$ cat src/rtl/register_file.sv
// 32 x 32-bit RISC-V integer register file, x0 hardwired to zero; optional macro REGFILE_WRITE_BYPASS_EN gives write-first reads.
// Latency: writes commit on the rising Clk edge, reads are combinational (0 cycles).
// Backpressure: none, a write is accepted every cycle Reg_Write is high and Reset_n is high.
module register_file #(
    parameter int DATA_W = 32,
    parameter int ADDR_W = 5
) (
    input  logic              Clk,
    input  logic              Reset_n,
    input  logic [ADDR_W-1:0] RS1_Addr,
    input  logic [ADDR_W-1:0] RS2_Addr,
    input  logic [ADDR_W-1:0] RD_Addr,
    input  logic [DATA_W-1:0] WData,
    input  logic              Reg_Write,
    input  logic [ADDR_W-1:0] Dbg_Addr,
    output logic [DATA_W-1:0] RS1_Data,
    output logic [DATA_W-1:0] RS2_Data,
    output logic [DATA_W-1:0] Dbg_Data,
    output logic [15:0]       Write_Count
);
    localparam int DEPTH = 2 ** ADDR_W;

    // x0 has no storage; index 0 is decoded to zero on every read port
    logic [DATA_W-1:0] regs [1:DEPTH-1];
    logic              wr_commit;
    logic [ADDR_W-1:0] rd_addr [3];
    logic [DATA_W-1:0] rd_data [3];

    assign wr_commit = Reg_Write && (RD_Addr != '0);

    always_ff @(posedge Clk or negedge Reset_n) begin
        if (!Reset_n) begin
            for (int i = 1; i < DEPTH; i++) begin
                regs[i] <= '0;
            end
        end else if (wr_commit) begin
            regs[RD_Addr] <= WData;
        end
    end

    always_ff @(posedge Clk or negedge Reset_n) begin
        if (!Reset_n) begin
            Write_Count <= '0;
        end else if (wr_commit && (Write_Count != 16'hFFFF)) begin
            Write_Count <= Write_Count + 16'd1;
        end
    end

    assign rd_addr[0] = RS1_Addr;
    assign rd_addr[1] = RS2_Addr;
    assign rd_addr[2] = Dbg_Addr;

    always_comb begin
        for (int p = 0; p < 3; p++) begin
            rd_data[p] = '0;
            if (rd_addr[p] != '0) begin
                rd_data[p] = regs[rd_addr[p]];
            end
`ifdef REGFILE_WRITE_BYPASS_EN
            // Reset_n gating keeps a write presented during reset from leaking out
            if (Reset_n && wr_commit && (rd_addr[p] == RD_Addr)) begin
                rd_data[p] = WData;
            end
`endif
        end
    end

    assign RS1_Data = rd_data[0];
    assign RS2_Data = rd_data[1];
    assign Dbg_Data = rd_data[2];

endmodule

$ cat config.mk
export PLATFORM = sky130hd
export DESIGN_NAME = register_file
export DESIGN_NICKNAME = d
export VERILOG_FILES = /design/src/rtl/register_file.sv
export SDC_FILE = /design/constraint.sdc
export NUM_CORES = 2
export LEC_CHECK = 0
export CAP_MARGIN = 20
export CELL_PAD_IN_SITES_DETAIL_PLACEMENT = 0
export CELL_PAD_IN_SITES_GLOBAL_PLACEMENT = 1
export CORE_AREA = 2 2 451 453
export CTS_BUF_LIST = sky130_fd_sc_hd__clkbuf_8
export DETAILED_ROUTE_END_ITERATION = 10
export DIE_AREA = 0 0 453 455
export HOLD_SLACK_MARGIN = 0.1
export PLACE_DENSITY_LB_ADDON = 0.1
export SETUP_SLACK_MARGIN = 0.5
export SLEW_MARGIN = 15
export SYNTH_ARGS = -nofsm -noshare
export SYNTH_HDL_FRONTEND = slang
export SYNTH_SLANG_ARGS = --single-unit
$ cat constraint.sdc
create_clock -name Clk -period 2.25 [get_ports Clk]
set_input_delay 0.225 -clock Clk [delete_from_list [all_inputs] [get_ports Clk]]
set_output_delay 0.225 -clock Clk [all_outputs]
set_load 0.005 [all_outputs]
==> summary.txt <==
Timing
  – Clk_skew: between 0.01 and 0.015 ns
  – Final Hold Fails: 0
  – Max Clk Rate: 329 MHz
  – Final period utilization: 135%
  – Final worst slack: -0.785 ns
  – Worst Tran Pin Value: ~0.72 ns
  – RSZ-0062 raised after global routing: yes
  – Pins Over Slew Limit: 0
  – Shortest period the worst path allows: roughly 3.0 ns
  – Setup Viol. Count Final: 96
  – Worst rel slew slack: between 50% and 60%

Logic synthesis
  – Ys Warns: 0
  – Main synth FF type: dfrtp_1
  – Mapped Avg Cell Area: around 14 sq um
  – Unique masters post-synth: between 40 and 50
  – Top cells by area, synth: dfrtp_1 (41%), mux2_2 (21%), mux4_2 (21%)
  – Simple-gate share of the synthesized area: a little over 2%
  – Synth Area in Compound Gates: roughly 7.6%
  – Yosys top cell area share: 40.6%
  – Synth Area in Adders: less than 1%
  – Syn_nets: between 4000 and 5000
  – Post-synth EDFFs: 0
  – Mapped cell area: between 60000 and 70000 sq um
  – Post-synthesis mux area share: a little under half
  – XOR/XNOR share of the synthesized area: 0.212%
  – Sequential share of the synthesized area: between 40% and 50%
  – Synth Instances: ~4500
  – Count leader, synth: mux2_2
  – Synth async-reset ratio: 100%
  – Cell taking the most area after synthesis: dfrtp_1
  – List of most frequent post-synthesis cells: mux2_2 (1153), dfrtp_1 (1008), mux4_2 (576), clkbuf_1 (256), mux2i_1 (224)
  – Main combinational cell family by area after synthesis: multiplexers
  – FF+latch count, synth: 1008

Routing
  – Routed Antenna Nets: 0
  – WL final: about 270 mm
  – Vias per cell: 5.71
  – Vias after detailed routing: roughly 45000
  – Residual DRC: 0
  – Average wire per standard cell: between 30 and 40 um
  – Initial DRC Count: around 3600
  – 1st-pass router iterations: 8

Final layout
  – Multi-input logic area: roughly 36000 sq um
  – Finished Layout Cells: between 7000 and 8000
  – Share of layout cells above drive strength 1: 61.9%
  – Fillers: 18900
  – Fin util: between 30 and 40%
  – Nets: 5187
  – Register area: between 20000 and 30000 sq um
  – P&R area growth vs syn: 28.5%

Power
  – Cell Pwr Density: around 800 nW/um^2
  – Total Power: 0.0633 W
  – Peak supply drop: between 0.4 and 0.5 mV
  – Leakage: ~34 nW

Critical path
  – Reg-to-reg slack, setup: around 0.56 ns
  – Worst setup path category: reg -> out
  – Worst R2R Start: Write_Count[12]$_DFFE_PN0P_
  – Req. time, crit path: 2.03 ns
  – Startpoint types: flop
  – CP endpoint kind: output pin
  – R2R depth: 5
  – Critical Path AT: 2.81 ns
  – R2R Path End: Write_Count[1]$_DFFE_PN0P_
  – CP Max Fanout: 2

CTS
  – CTS tree: yes
  – Root Driver: clkbuf_8
  – Total CTS buffers: approximately 200
  – H-tree levels: 4
  – Sinks on Clock Net: 1008
  – Clock buffer depth: 3
  – Clock transition at path regs: roughly 0.06 ns
  – Later-pin clock latency in the skew report: 0.96 ns

Outcome
  – Status: complete, but fails checks
  – Violated checks: negative setup slack

GRT
  – Initial antenna violation count: 8
  – Tot GR Track Use: between 20% and 30%
  – Vias in the first global route: 47300
  – GRT Residual Overflow: 0
  – Pin count of the biggest net entering global routing: 88
  – First-pass GRT wire length: 376 mm

Place
  – Placed cell count: ~7500
  – Input/output buffers: approximately 170
  – GPL Wtd Cong: between 0.8 and 0.9
  – DPL Wire Length: 184 mm

Floorplan
  – Die Span X: 453 um
  – DIE HEIGHT: approximately 460 um
  – DIE AREA: ~210000 sq um
  – Ports: approximately 170
  – Placeable Area: roughly 200000 sq um
  – Initial Utilization: between 30% and 40%
  – Row count: about 170

Min path
  – Hold EP: regs[393]$_DFFE_PN0P_
  – Hold path start: WData[9]
  – Hold WC Path Type: in -> reg
  – Hold Path Cell Cnt: 3

Job
  – Max-cap violations: 0
-- state kept, by name (all words and copies together) (netlist names) --
signal and flops:
regs 992, Write_Count 16
-- report_power, final --
group / switching, W / internal (W) / leakage, nW
Combinational: 0.00768 / 0.0108 / 19.1
Sequential: 0.00344 / 0.0217 / 12.9
Clock: 0.00887 / 0.0109 / 2.33
-- placed cells by master (no fill, tap or decap), types with 94 or more instances in the layout --
cell / count
mux2i_1: 196
a22o_1: 192
buf_6: 124
o21ai_2: 106
dfrtp_1: 1005
a22oi_1: 94
mux2_2: 1153
buf_12: 244
clkbuf_8: 250
mux4_2: 576
nand2_1: 127
buf_4: 510
-- worst max-delay path by stage --
| stage | from | endpoint | slack (ns) | depth (start not counted) |
|---|---|---|---|---|
| finish | regs[83]$_DFFE_PN0P_ | RS2_Data[19] | -0.78 | 7 |
| global route | regs[83]$_DFFE_PN0P_ | RS2_Data[19] | -0.87 | 7 |
| CTS | regs[51]$_DFFE_PN0P_ | RS2_Data[19] | -0.93 | 7 |
| detailed placement | RS2_Addr[0] | RS2_Data[29] | -0.95 | 10 |
| global placement | RS2_Addr[0] | RS2_Data[29] | -1.01 | 10 |
| floorplan | RS2_Addr[0] | RS2_Data[13] | 0.50 | 6 |
-- stage by stage --
step	area [sq um]	setup WS [ns]	setup TNS, ns	hold WS, ns
floorplan	62300	0.497	0	-0.0706
global placement	73600	-1.01	-144.16	0.199
detailed placement	73600	-0.947	-148.15	0.197
CTS	79200	-0.928	-69.69	0.100
global route	79800	-0.874	-67.71	0.184
finish	79800	-0.785	-56.17	0.220
-- area by class of cell --
class	count	share of cell area [%]
Tap cell	2672	4.19
Clock inverter	97	0.852
Inverter	2	0.00941
Timing Repair Buffer	984	13.7
Sequential cell	1008	31.6
Antenna cell	1	0.00314
Multi-Input combinational cell	2938	45.3
Clock buffer	250	4.31
-- routing by layer --
| layer | part of all wire [%] | GRT usage [%] |
|---|---|---|
| met4 | 3.0 | 7.70 |
| met2 | 47 | 40.8 |
| met1 | 45 | 36.2 |
| met5 | 0.018 | 0 |
| met3 | 4.8 | 3.95 |
-- kinds of logic after synthesis --
group | after synthesis
AND/OR/NAND/NOR | 294
flip-flops | 1008
multiplexers | 1953
AO/OA/AOI/OAI | 675
XOR/XNOR | 15
adder cells (fa/ha/maj) | 1
buffers and inverters | 504
-- repair_timing --
action                                  CTS  global route
resized for setup                       834           108
endpoints found under the hold margin  1010             0
gates cloned                              0             0
pin swaps                               172           106
setup endpoints to repair               113           122
hold buffers                              5             0
buffers inserted                         46            10
-- worst max-delay path, cell delays in order, from the launching register on --
cell and delay [ns]:
dfrtp_1 0.40, buf_6 0.12, mux4_2 0.45, a22o_1 0.23, o21ai_2 0.20, o21ai_4 0.15
buf_6 0.16, buf_6 0.11
No activity file was read; power rests on OpenSTA's default activity.
